==> src/rtl/imem_arb_pkg.sv <==
// -----------------------------------------------------------------------------
// imem_arb_pkg
//   Shared types and helpers for the instruction-memory port arbiter.
//   - state_t   : boot/run phase of the arbiter
//   - owner_t   : which port the in-flight response belongs to
//   - ERR_RDATA : read data returned on an error or a write response
//   - addr_legal: word-aligned and inside the memory
// -----------------------------------------------------------------------------
package imem_arb_pkg;

  typedef enum logic {
    ST_BOOT,
    ST_RUN
  } state_t;

  typedef enum logic [1:0] {
    OWN_NONE,
    OWN_FETCH,
    OWN_LOAD
  } owner_t;

  localparam logic [31:0] ERR_RDATA = 32'h0;

  // An access is legal when it is word aligned and its word index falls
  // inside the memory. The word index is widened to 32 bits so the compare
  // against the depth is done at matching widths.
  function automatic logic addr_legal(input logic [31:0] addr,
                                      input int unsigned depth);
    return (addr[1:0] == 2'b00) && ({2'b00, addr[31:2]} < depth);
  endfunction

endpackage

==> src/rtl/imem_port_arbiter.sv <==
// -----------------------------------------------------------------------------
// imem_port_arbiter
//   Shares a single-port synchronous-read instruction SRAM between the core's
//   fetch port and a loader/debug port. After reset only the loader may
//   access memory (BOOT); a load_done pulse releases the core (RUN), after
//   which fetch has priority but a waiting loader is guaranteed a grant after
//   MAX_WAIT consecutive losses.
//
//   Ports:
//     clk, rst_n                  - clock, asynchronous active-low reset
//     fetch_req/addr              - fetch read request (byte address)
//     fetch_gnt                   - fetch accepted this cycle
//     fetch_rvalid/rdata/err      - fetch response, one cycle after grant
//     load_req/we/addr/wdata      - loader request (read or write)
//     load_done                   - pulse: image complete, release core
//     load_gnt                    - loader accepted this cycle
//     load_rvalid/rdata/err       - loader response, one cycle after grant
//     core_run                    - core released from boot
//     mem_en/we/addr/wdata/rdata  - SRAM port
// -----------------------------------------------------------------------------
module imem_port_arbiter
  import imem_arb_pkg::*;
#(
  parameter int unsigned DEPTH    = 64,
  parameter int unsigned AW       = $clog2(DEPTH),
  parameter int unsigned MAX_WAIT = 4
) (
  input  logic          clk,
  input  logic          rst_n,

  input  logic          fetch_req,
  input  logic [31:0]   fetch_addr,
  output logic          fetch_gnt,
  output logic          fetch_rvalid,
  output logic [31:0]   fetch_rdata,
  output logic          fetch_err,

  input  logic          load_req,
  input  logic          load_we,
  input  logic [31:0]   load_addr,
  input  logic [31:0]   load_wdata,
  input  logic          load_done,
  output logic          load_gnt,
  output logic          load_rvalid,
  output logic [31:0]   load_rdata,
  output logic          load_err,

  output logic          core_run,

  output logic          mem_en,
  output logic          mem_we,
  output logic [AW-1:0] mem_addr,
  output logic [31:0]   mem_wdata,
  input  logic [31:0]   mem_rdata
);

  localparam int unsigned WW = $clog2(MAX_WAIT + 1);
  localparam logic [WW-1:0] WAIT_MAX = WW'(MAX_WAIT);

  state_t        state;
  logic [WW-1:0] wait_cnt;

  // Response pipeline: who owns next cycle's response, whether it is an
  // error, and whether its data must be forced to zero (error or write).
  owner_t        resp_owner;
  logic          resp_err;
  logic          resp_zero;

  logic          load_win;
  logic          fetch_win;
  logic [31:0]   sel_addr;
  logic          sel_legal;
  logic          any_gnt;

  // Grant decision. Grants are forced low while reset is asserted so every
  // grant and memory strobe reads 0 during reset even though they are
  // combinational from the requests.
  always_comb begin
    load_win  = 1'b0;
    fetch_win = 1'b0;
    if (rst_n) begin
      if (state == ST_BOOT) begin
        load_win = load_req;
      end else begin
        load_win  = load_req && ((wait_cnt == WAIT_MAX) || !fetch_req);
        fetch_win = fetch_req && !load_win;
      end
    end
  end

  assign load_gnt  = load_win;
  assign fetch_gnt = fetch_win;
  assign any_gnt   = load_win || fetch_win;

  // Memory port: driven from whichever request won this cycle. Illegal
  // accesses are still granted but never reach the SRAM.
  assign sel_addr  = load_win ? load_addr : fetch_addr;
  assign sel_legal = addr_legal(sel_addr, DEPTH);
  assign mem_en    = any_gnt && sel_legal;
  assign mem_we    = mem_en && load_win && load_we;
  assign mem_addr  = sel_addr[AW+1:2];
  assign mem_wdata = load_wdata;

  // Boot/run FSM. RUN is terminal; core_run is registered alongside the
  // state so it changes on the same edge as the phase.
  always_ff @(posedge clk or negedge rst_n) begin
    if (!rst_n) begin
      state    <= ST_BOOT;
      core_run <= 1'b0;
    end else begin
      case (state)
        ST_BOOT: begin
          if (load_done) begin
            state    <= ST_RUN;
            core_run <= 1'b1;
          end
        end
        ST_RUN: begin
          state    <= ST_RUN;
          core_run <= 1'b1;
        end
        default: begin
          state    <= ST_BOOT;
          core_run <= 1'b0;
        end
      endcase
    end
  end

  // Loader starvation counter: counts consecutive cycles a pending loader
  // request loses to fetch in RUN, saturating at MAX_WAIT, where the loader
  // is forced to win.
  always_ff @(posedge clk or negedge rst_n) begin
    if (!rst_n) begin
      wait_cnt <= '0;
    end else if (state == ST_RUN && load_req && !load_win) begin
      if (wait_cnt != WAIT_MAX) begin
        wait_cnt <= wait_cnt + WW'(1);
      end
    end else begin
      wait_cnt <= '0;
    end
  end

  // Response pipeline register: one entry, since rvalid follows the grant
  // by exactly one cycle and only one grant is issued per cycle.
  always_ff @(posedge clk or negedge rst_n) begin
    if (!rst_n) begin
      resp_owner <= OWN_NONE;
      resp_err   <= 1'b0;
      resp_zero  <= 1'b0;
    end else begin
      if (load_win) begin
        resp_owner <= OWN_LOAD;
      end else if (fetch_win) begin
        resp_owner <= OWN_FETCH;
      end else begin
        resp_owner <= OWN_NONE;
      end
      resp_err  <= any_gnt && !sel_legal;
      resp_zero <= !sel_legal || (load_win && load_we);
    end
  end

  // Response outputs: SRAM data is passed straight through in the response
  // cycle, replaced by ERR_RDATA for errors, writes and idle cycles.
  assign fetch_rvalid = (resp_owner == OWN_FETCH);
  assign fetch_err    = fetch_rvalid && resp_err;
  assign fetch_rdata  = (fetch_rvalid && !resp_zero) ? mem_rdata : ERR_RDATA;

  assign load_rvalid  = (resp_owner == OWN_LOAD);
  assign load_err     = load_rvalid && resp_err;
  assign load_rdata   = (load_rvalid && !resp_zero) ? mem_rdata : ERR_RDATA;

endmodule

==> config.mk <==
export PLATFORM = sky130hd
export DESIGN_NAME = imem_port_arbiter
export DESIGN_NICKNAME = d
export VERILOG_FILES = /design/src/rtl/imem_arb_pkg.sv /design/src/rtl/imem_port_arbiter.sv
export SDC_FILE = /design/constraint.sdc
export NUM_CORES = 1
export LEC_CHECK = 0
export CELL_PAD_IN_SITES_DETAIL_PLACEMENT = 1
export CELL_PAD_IN_SITES_GLOBAL_PLACEMENT = 2
export CORE_ASPECT_RATIO = 1.4
export CORE_MARGIN = 8
export CORE_UTILIZATION = 10
export CTS_CLUSTER_DIAMETER = 120
export CTS_CLUSTER_SIZE = 16
export DETAILED_ROUTE_END_ITERATION = 16
export PLACE_DENSITY = 0.95
export SLEW_MARGIN = 15
export SYNTH_ARGS = -nofsm -noshare
export SYNTH_HDL_FRONTEND = slang
export SYNTH_SLANG_ARGS = --single-unit
export TNS_END_PERCENT = 50
==> constraint.sdc <==
create_clock -name clk -period 2.3 [get_ports clk]
set_clock_uncertainty 0.05 [all_clocks]
set_input_delay 0.345 -clock clk [delete_from_list [all_inputs] [get_ports clk]]
set_output_delay 0.345 -clock clk [all_outputs]
set_load 0.005 [all_outputs]
==> qor.yml <==
core_um2: 13200
synth_mux_area_share_pct: 6.79
top_layer: "met4"
drtIter0Drc: 38
antenna_found_initial: 0
root_buffer: "clkbuf_16"
grt_max_degree: 23
num-fill-cells: 1563
crit_buf_inv: 9
syn_area_per_cell_um2: 7.63
dr_wl_met3_mm: 1.26
placed_cell_area_um2: 3230
synth_flop_cell: "dfrtp_1"
cts_buffers: 3
io_pins: 245
final_common_cell: "clkdlybuf4s50_1"
yosys.area_share.simple_pct: 47.7
cp_slowest_cell: "clkdlybuf4s50_1"
fin_area_um2: 3530
routed_via_density: 3.70
synth_warnings: 0
drt-pass1-iter-count: 4
p_total_w: 0.000774
clockBufferDepth: 2
required_ns: 2.36
min_period_ns: 2.29
clk_pin_slew_ns: 0.04
crit_arrival_ns: 2.35
path_cells: "clkdlybuf4s50_1, nor4_2, nand3_1, buf_4, buf_4, buf_4, buf_4, buf_4, buf_4, buf_4, buf_4, nor4_4, a21oi_1"
worstMarginPinSlew_ns: 0.281
nets: 489
end_kind: "flop"
drc_errors: 0
yosys.area_share.adder_pct: 1.89
synth_cells: 174
rsz0062_at_grt: "true"
ys_seq_elements: 9
hold_path.class: "primary input to async pin"
dp_hpwl_mm: 7.16
syn2layout_area_growth_pct: 166
final_cell_mix: "clkdlybuf4s50_1 (160), and2_1 (66), buf_4 (30)"
power.density_nw_per_um2: 219
htree_levels: 1
fp.dieArea_um2: 17300
grt_pass1_wl_mm: 12.1
crit_type: "primary input to flop"
track_usage_pct: 8.84
synth_edf_count: 0
max_freq_mhz: 437
syn_area_um2: 1330
synth_top_family_by_area: "simple AND/OR/NAND/NOR gates"
setup_violations: 0
synth_nets: 310
ys_seq_area_share_pct: 17.0
synth-xor-area-share_pct: 0.660
grt_pass1_vias: 2308
synth_compound_area_share_pct: 4.52
cp_common_cell: "buf_4"
initial_core_util_pct: 10.1
synth_cell_types: 28
wl_met1_mm: 2.71
cts_hold_buf: 0
finalCritPeriodShare_pct: 99.5
wl_met2_mm: 3.96
path_max_fanout: 2
die_x_um: 113
die_h_um: 152
cpPeakStageDelay_ns: 0.41
routabilityCongestion: 0.680
relSlewSlack_pct: 81.1
cp_top_family: "buffers and inverters"
drt_wl_total_mm: 8.11
cts_tree: "yes"
status: "complete, no violations"
io_buffers: 180
wl_per_cell_um: 15.2
cts.sinks: 9
drive_gt1_share_pct: 17.6
drv_slew: 0
grt_overflow: 0
route.vias.total: 1975
ant_nets: 0
insertion_delay_ns: 0.24
async_flop_share_pct: 100
ir_worst_vdd_v: 0.000228
max-cap-violations: 0
worstSetupStartpointType: "primary input"
num_antenna_cells: 0
fp-row-count: 50
final-hold-violation-count: 0
p_leak_nw: 1.46
==> path summary, 6_finish.rpt <==
path	startpoint	to	slack, ns	depth (start not counted)
min in group clk	core_run$_DFFE_PN0P_	core_run$_DFFE_PN0P_	0.41	1
hold reg to reg	core_run$_DFFE_PN0P_	core_run$_DFFE_PN0P_	0.41	1
setup reg to reg	wait_cnt[1]$_DFFE_PN0P_	resp_zero$_DFF_PN0_	0.70	7
hold / removal	rst_n	wait_cnt[0]$_DFFE_PN0P_	0.16	2
max in group asynchronous	rst_n	resp_err$_DFF_PN0_	1.91	2
setup / recovery	load_addr[19]	resp_zero$_DFF_PN0_	0.01	13
==> power by group <==
part	switching [W]	total [W]	leakage, nW	internal [W]
sequential	0.00000482	0.000171	0.105	0.000166
combinational	0.0000861	0.000297	1.32	0.000211
clock	0.0000749	0.000306	0.0382	0.000231
total	0.000166	0.000774	1.46	0.000609
==> kinds of logic (layout without fill, tap and decap cells) <==
family / after synthesis / count (layout)
AND/OR/NAND/NOR: 105 / 105
adder cells (fa/ha/maj): 2 / 2
multiplexers: 6 / 6
buffers and inverters: 42 / 220
XOR/XNOR: 1 / 1
AO/OA/AOI/OAI: 9 / 9
flip-flops: 9 / 9
==> state kept, by name, summed over array words and instances (netlist names) <==
| signal | flops |
|---|---|
| wait_cnt | 3 |
| resp_owner | 2 |
| core_run | 1 |
| resp_err | 1 |
| resp_zero | 1 |
| state | 1 |
==> stage by stage <==
| stage | hold slack [ns] | util (%) | setup TNS, ns | setup slack [ns] | std cells |
|---|---|---|---|---|---|
| 4_1_cts | 0.163 | 26.1 | -0.0627 | -0.0627 | 532 |
| 2_1_floorplan | -0.000591 | - | 0 | 0.492 | 174 |
| 3_5_place_dp | 0.406 | 24.4 | -1.93 | -0.283 | 516 |
| 5_1_grt | 0.195 | 26.8 | -0.113 | -0.107 | 534 |
| 3_3_place_gp | 0.403 | 24.4 | -1.61 | -0.275 | 516 |
| 6_report | 0.155 | 26.8 | 0 | 0.0121 | 534 |
==> Yosys cell counts (all sizes together), types with 2 or more instances <==
cell type,count,area [um^2]
nand4,2,12.5
nor2b,2,12.5
o21ai,2,10.0
nor2,7,26.3
and2b,2,15.0
a31oi,2,12.5
and2,66,413
nand3,5,25.0
mux2,6,90.1
clkbuf,6,22.5
a21oi,2,10.0
buf,33,251
inv,3,11.3
nor4,13,87.6
nand2,4,17.5
dfrtp,9,225
ha,2,25.0
==> metal layers <==
metal	global-route usage [%]	up-vias
li1	-	900
met1	7.61	883
met2	16.0	181
met3	5.67	11
met4	3.12	0
met5	0	-
==> worst reg2reg max path, delay by kind of cell, from the launching register on <==
kind | cells | cell delay, ns
DFF | 1 | 0.38
adders and majority gates | 1 | 0.14
and+or+nand+nor | 2 | 0.31
buffers and inverters | 2 | 0.23
AOI/OAI and AO/OA | 2 | 0.36
==> cell type report <==
cell class | count | area [um^2] | area share (%)
flip-flops and latches | 9 | 225 | 6.37
repair buffers | 213 | 2090 | 59.0
inverters | 3 | 11.3 | 0.319
well taps | 182 | 228 | 6.44
clock buffers | 4 | 78.8 | 2.23
multi-input cells | 123 | 905 | 25.6
==> repair_timing <==
action / 4_1_cts / 5_1_grt
resized for setup: 25 / 26
setup buffers: 12 / 2
pin swaps: 3 / 8
endpoints found under the setup margin: 24 / 57
(Power assumes the default switching activity.)
